## src/rtl/datapath_pkg.sv

```systemverilog
// datapath_pkg: shared issue-stage types and scalar FU index constants.
package datapath_pkg;
    localparam int NUM_FU = 3;
    localparam int FU_W = 2;
    localparam int TAG_W = 2;
    localparam logic [FU_W-1:0] FU_ALU = 2'd0;
    localparam logic [FU_W-1:0] FU_LDST = 2'd1;
    localparam logic [FU_W-1:0] FU_BR = 2'd2;
    typedef enum logic [1:0] {IDLE, WAIT, READY, EXEC} issue_state_t;
    typedef logic [TAG_W-1:0] tag_t;
endpackage

```

## src/rtl/issue_s_slot.sv

```systemverilog
// issue_s_slot: one FU slot FSM holding the producer tags of its in-flight op.
module issue_s_slot
    import datapath_pkg::*;
#(
    parameter int TAG_W = 2,
    parameter int IDX = 0
) (
    input  logic             CLK,
    input  logic             nRST,
    input  logic             accept,
    input  logic [TAG_W-1:0] disp_t1,
    input  logic [TAG_W-1:0] disp_t2,
    input  logic             wb_valid,
    input  logic [TAG_W-1:0] wb_tag,
    input  logic             iss_ready,
    output issue_state_t     state,
    output logic             iss_valid,
    output logic [TAG_W-1:0] t1,
    output logic [TAG_W-1:0] t2
);
    issue_state_t state_n;
    logic [TAG_W-1:0] t1_n, t2_n, t1_clr, t2_clr;

    assign iss_valid = state == READY;

    // Tags clear on any matching broadcast; the WAIT->READY decision sees the cleared value.
    always_comb begin
        t1_clr = (wb_valid && wb_tag == t1) ? '0 : t1;
        t2_clr = (wb_valid && wb_tag == t2) ? '0 : t2;
        state_n = state;
        t1_n = t1_clr;
        t2_n = t2_clr;
        unique case (state)
            IDLE: if (accept) begin
                state_n = WAIT;
                t1_n = (wb_valid && disp_t1 == wb_tag) ? '0 : disp_t1;
                t2_n = (wb_valid && disp_t2 == wb_tag) ? '0 : disp_t2;
            end
            WAIT: state_n = (t1_clr == '0 && t2_clr == '0) ? READY : WAIT;
            READY: state_n = iss_ready ? EXEC : READY;
            EXEC: state_n = (wb_valid && wb_tag == TAG_W'(IDX + 1)) ? IDLE : EXEC;
            default: state_n = IDLE;
        endcase
    end

    always_ff @(posedge CLK or negedge nRST) begin
        if (!nRST) begin
            state <= IDLE;
            t1 <= '0;
            t2 <= '0;
        end else begin
            state <= state_n;
            t1 <= t1_n;
            t2 <= t2_n;
        end
    end
endmodule

```

## src/rtl/issue_s.sv

```systemverilog
// issue_s: scalar issue stage; accept decode, per-FU slot fan-out and output packing.
module issue_s
    import datapath_pkg::*;
#(
    parameter int NUM_FU = 3,
    parameter int FU_W = 2,
    parameter int TAG_W = 2
) (
    input  logic                    CLK,
    input  logic                    nRST,
    input  logic                    disp_valid,
    input  logic [FU_W-1:0]         disp_fu,
    input  logic [TAG_W-1:0]        disp_t1,
    input  logic [TAG_W-1:0]        disp_t2,
    output logic                    disp_ready,
    input  logic                    wb_valid,
    input  logic [TAG_W-1:0]        wb_tag,
    output logic [NUM_FU-1:0]       iss_valid,
    input  logic [NUM_FU-1:0]       iss_ready,
    output logic [NUM_FU-1:0]       busy,
    output logic [NUM_FU*TAG_W-1:0] t1,
    output logic [NUM_FU*TAG_W-1:0] t2,
    output logic                    fust_en,
    output logic [FU_W-1:0]         fust_fu
);
    issue_state_t state [NUM_FU];
    logic [NUM_FU-1:0] idle;
    logic accept;

    // Out-of-range FU indices never match a slot, so they are never ready.
    always_comb begin
        disp_ready = 1'b0;
        for (int i = 0; i < NUM_FU; i++)
            if (disp_fu == FU_W'(i)) disp_ready = idle[i] & nRST;
    end

    assign accept = disp_valid & disp_ready;
    assign fust_en = accept;
    assign fust_fu = disp_fu;

    for (genvar i = 0; i < NUM_FU; i++) begin : g_slot
        issue_s_slot #(.TAG_W(TAG_W), .IDX(i)) u_slot (
            .CLK(CLK),
            .nRST(nRST),
            .accept(accept && disp_fu == FU_W'(i)),
            .disp_t1(disp_t1),
            .disp_t2(disp_t2),
            .wb_valid(wb_valid),
            .wb_tag(wb_tag),
            .iss_ready(iss_ready[i]),
            .state(state[i]),
            .iss_valid(iss_valid[i]),
            .t1(t1[i*TAG_W +: TAG_W]),
            .t2(t2[i*TAG_W +: TAG_W])
        );
        assign idle[i] = state[i] == IDLE;
        assign busy[i] = !idle[i];
    end
endmodule

```

## config.mk

```make
export PLATFORM = sky130hd
export DESIGN_NAME = issue_s
export DESIGN_NICKNAME = d
export VERILOG_FILES = /design/src/rtl/datapath_pkg.sv /design/src/rtl/issue_s_slot.sv /design/src/rtl/issue_s.sv
export SDC_FILE = /design/constraint.sdc
export NUM_CORES = 1
export LEC_CHECK = 0
export BUFFER_PORTS_ARGS = -buffer_cell sky130_fd_sc_hd__buf_2
export CORE_MARGIN = 3
export CORE_UTILIZATION = 45
export CTS_CLUSTER_SIZE = 10
export DETAILED_ROUTE_END_ITERATION = 16
export PLACE_DENSITY = 0.82
export SLEW_MARGIN = 20
export SYNTH_ARGS = -nofsm -noshare
export SYNTH_HDL_FRONTEND = slang
export SYNTH_SLANG_ARGS = --single-unit
```

## constraint.sdc

```tcl
create_clock -name CLK -period 1.8 [get_ports CLK]
set_input_delay 0.09 -clock CLK [delete_from_list [all_inputs] [get_ports CLK]]
set_output_delay 0.09 -clock CLK [all_outputs]
set_load 0.005 [all_outputs]
```

-- Word level (Yosys, flattened, before mapping)
Index checks and enable logic that the tools add are counted.
- eq/ne operators: 25
- multiplexer cells: 38
- bitwise operators: 4
- reductions and logical operators: 30
- operator list (operator ; number):
    2-bit 2-to-1 mux ; 29
    2-bit case mux with 4 select lines ; 3
    2-bit logical NOT ; 10
    2-bit equality test (second input constant) ; 9
    1-bit logical AND ; 17
    2-bit equality test ; 8
    2-bit by 1-bit equality test with 1-bit output (second input constant) ; 5
    1-bit 2-to-1 mux ; 6
    2-bit by 1-bit inequality test with 1-bit output (second input constant) ; 3
    1-bit AND ; 4
    1-bit logical NOT ; 3
- register bits after elaboration: 18
- input port bits: 15
- logic and storage cells: 106

-- Longest topological paths before layout
- depth after elaboration: 9
- gate-level depth with buffers: 6
- mapped depth without buffers: 4

-- Modules after synthesis
A second synthesis with hierarchy kept.
- cell total of the unflattened synthesis: 178
- area total of the unflattened synthesis: 1546.5 µm²
- modules (own cells, without submodules) (module ; instances ; cells each ; area each (µm²)):
    issue_s_slot (g_slot[1].u_slot) ; 1 ; 57 ; 528.0
    issue_s_slot (g_slot[2].u_slot) ; 1 ; 55 ; 469.2
    issue_s_slot (g_slot[0].u_slot) ; 1 ; 51 ; 449.2
    issue_s ; 1 ; 15 ; 100.1

-- Worst setup path after synthesis
Ideal clock, no wire load.
- path type: register to register
- start point: register g_slot[0].u_slot.state[1]
- end point: register g_slot[0].u_slot.state[0]
- data arrival time: 1486 ps
- slack: 219 ps
- cell stages (with the launch flop): 6
- clock period less this slack: 1581 ps
- cell sequence: dfrtp_1 or3_1 or3_1 buf_6 nor2b_1 o31ai_1
- cells in the longest elaborated chain, start to end: 8
- RTL lines (element ; RTL line ; text):
    start, declared ; issue_s_slot.sv:16 ; output issue_state_t state,
    start signal, assigned ; issue_s_slot.sv:52 ; state <= state_n;
    2-bit logical NOT ; issue_s_slot.sv:33, issue_s.sv:56 ;
    1-bit AND ; issue_s.sv:34 ; if (disp_fu == FU_W'(i)) disp_ready = idle[i] & nRST;
    1-bit 2-to-1 mux (3 in a row) ; issue_s.sv:34 ;
    1-bit AND ; issue_s.sv:37 ; assign accept = disp_valid & disp_ready;
    1-bit logical AND ; issue_s.sv:45 ; .accept(accept && disp_fu == FU_W'(i)),
    2-bit by 1-bit inequality test with 1-bit output (no line) ; - ;
Parallel ways exist; a longest one is shown, timed or not.
A chain may end at the register's enable or synchronous reset.

-- Worst setup path in the final report
- start point: register g_slot[1].u_slot.state[1]
- end point: output port disp_ready
- cells in the longest elaborated chain, start to end: 4
- RTL lines (element ; RTL line ; text):
    start, declared ; issue_s_slot.sv:16 ;
    start signal, assigned ; issue_s_slot.sv:52 ;
    2-bit logical NOT ; issue_s.sv:56 ; assign idle[i] = state[i] == IDLE;
    1-bit AND ; issue_s.sv:34 ;
    1-bit 2-to-1 mux (2 in a row) ; issue_s.sv:34 ;
    end, declared ; issue_s.sv:15 ; output logic disp_ready,
No other way between the ends.

==> impl_metrics.ini <==
[timing]
maxSlewViolCount = 0
fmax_ghz = 0.593
fin_crit_ns = 1.69
setup_tns_ns = 0
max-slew-margin-rel_pct = 68.5
grt_setup_unrepaired = false
setup_ws_ns = 0.113
finalCritPeriodShare_pct = 93.7
finalSetupViolations = 0
skew_ns = 0.000920
hold_viol_final = 0
tightest_slew_ns = 0.468

[placement]
io_buffer_count = 36
dpl.hpwl_um = 2390
place_inst = 202
place_congestion = 0.871
place_ws_ns = 0.115

[layout]
n_fill_cell = 223
finalNonFillerCells = 207
antenna_cells = 0
multi_input_area_sq_um = 756
finalNetCount = 193
drive_gt1_share_pct = 33.9
area_growth_pct = 18.4
register_area_sq_um = 450

[die]
start_util_pct = 49.3
coreArea_sq_um = 2590
rows = 18
die_w_um = 59.3
die_area_sq_um = 3510
ios = 37
die_y_um = 59.3

[synth]
synth_common_cells = o21ai_0, dfrtp_1, xor2_1
yosysSeqAreaShare_pct = 35.3
synth_xor_area_share_pct = 11.0
synth_seq_cells = 18
netlist_area_sq_um = 1280
synthMuxAreaShare_pct = 2.55
syn_nets = 158
avgSynthCellArea_sq_um = 8.92
synth_top_family_by_area = compound AO/OA/AOI/OAI gates
synthCells = 143
yosysMostFrequentCell = o21ai_0
synth-edff-count = 0
yosys_warnings = 0
synth-compound-area-share_pct = 25.5
synthFlopType = dfrtp_1
synth-simple-area-share_pct = 19.3
yosys.area_share.adder_pct = 0
yosys.area.top_type = dfrtp_1
ys_types = 30
synth_area_leaders = dfrtp_1, xor2_1, o21ai_0
synth_top_area_share_pct = 35.3
synthArstFlopShare_pct = 100

[pwr]
powerDensity_nw_per_um2 = 777
p_leak_nw = 0.691
peakVddDrop_uv = 554

[worst_setup_path]
worstSetupStartpointType = flop
end_kind = output pin
crit_path_end = disp_ready
critical_path_arrival_ns = 1.60
crit_required_ns = 1.71
rr_startpoint = g_slot[0].u_slot.state[1]
rr_worst_depth = 4
critPathKind = flop to output pin
reg2reg_slack_ns = 0.14
crit_start = g_slot[1].u_slot.state[1]
critical_path.max_fanout = 6
reg2reg_to = g_slot[0].u_slot.state[0]

[min_path]
min_path_type = primary input to flop
whs_path_depth = 3

[route]
drc = 0
wirelength_um = 3250
wl_per_cell_um = 15.7
antenna_left = 0
via_per_inst = 5.94
drtPass1Iterations = 4
vias = 1229
drtIter0Drc = 85

[global_route]
grt_usage_pct = 19.7
grt_first_pass_wirelength_um = 5290
grt_start_max_net_pins = 26
antenna_found_initial = 0
first_global_vias = 1140
grt-ovfl-total = 0

[cts]
cts_buffer_depth = 2
clk_root_buffer_cell = clkbuf_4
ctsHtreeMaxLevel = 1
cts_buffers = 3
path_clk_slew_ns = 0.11
clock-sinks = 18
tritoncts = built
cts_setup_buffers = 0
insertion_delay_ns = 0.30

[flow_run]
drv_cap = 0

[status]
status = completed
## cell families after synthesis
| kind of cell | count (synthesis) |
|---|---|
| flip-flops | 18 |
| AND/OR/NAND/NOR | 43 |
| AO/OA/AOI/OAI | 50 |
| XOR/XNOR | 16 |
| buffers and inverters | 13 |
| multiplexers | 3 |
## metal layers
layer | wire length [um] | GRT usage [%]
met3 | 255 | 3.27
met2 | 1520 | 30.3
met1 | 1450 | 27.7
met5 | 0 | 0
met4 | 32 | 7.44
## layout make-up
type	count	share of cell area (%)
multi-input cells	112	50.0
flip-flops and latches	18	29.8
repair buffers	42	15.1
well taps	30	2.48
clock buffers	4	2.40
inverters	1	0.248
## critical path, stage by stage (launching register included)
cell,delay [ns]
dfrtp_1,0.44
or3b_1,0.42
a21oi_1,0.16
nor2_1,0.07
nor2b_1,0.09
buf_2,0.11
## per-stage QoR
| stage | power (mW) | utilization [%] | hold WS [ns] | area (sq um) |
|---|---|---|---|---|
| finish | 1.17 | 58.4 | 0.0328 | 1510 |
| global route | 1.26 | 58.4 | 0.0559 | 1510 |
| CTS | 1.18 | 57.9 | 0.0324 | 1500 |
| detailed placement | 0.919 | 56.1 | 0.128 | 1450 |
| global placement | 0.899 | 56.1 | 0.121 | 1450 |
| floorplan | 0.796 | - | -0.206 | 1280 |
## power breakdown
| group | switching, mW | internal (mW) | total, mW |
|---|---|---|---|
| clock | 0.133 | 0.123 | 0.256 |
| combinational | 0.188 | 0.200 | 0.388 |
| sequential | 0.0731 | 0.457 | 0.530 |
## flip-flops by register name, indices dropped and copies added (netlist names)
name,cells
g_slot.u_slot.state,6
g_slot.u_slot.t1,6
g_slot.u_slot.t2,6
## cell usage in the layout (no fill, tap or decap)
cell type / n
or3b_1: 1
o2bb2ai_1: 1
nand4b_1: 1
xor2_1: 14
nand3b_1: 2
and3_1: 3
clkbuf_4: 3
nor2_1: 6
o221ai_1: 1
a21oi_1: 8
nor4b_2: 1
clkbuf_8: 1
xnor2_1: 2
nand3_1: 8
mux2_2: 2
nand4_1: 1
or2_2: 6
buf_2: 36
buf_4: 5
or3_1: 2
or3_4: 1
o21ai_0: 20
dlygate4sd3_1: 1
o211ai_1: 12
a31oi_1: 1
o221a_2: 5
nand2_1: 3
inv_1: 1
nor2b_1: 8
dfrtp_1: 18
mux2i_1: 1
o31ai_1: 2
## how the worst min path moves through the flow
stage	to	slack [ns]	startpoint
after floorplan	g_slot[0].u_slot.state[0]	-0.21	nRST
after global placement	g_slot[0].u_slot.t1[1]	0.12	nRST
after detailed placement	g_slot[0].u_slot.t1[0]	0.13	nRST
after CTS	g_slot[0].u_slot.state[0]	0.03	iss_ready[0]
after global routing	g_slot[2].u_slot.state[0]	0.06	iss_ready[2]
final	g_slot[2].u_slot.state[0]	0.03	iss_ready[2]
## repair_timing
| action | in CTS | in global routing |
|---|---|---|
| endpoints found under the hold margin | 18 | 0 |
| endpoints found under the setup margin | 0 | 7 |
| hold buffers | 1 | 0 |
| resized for setup | 0 | 2 |
No activity file was read; power rests on OpenSTA's default activity.
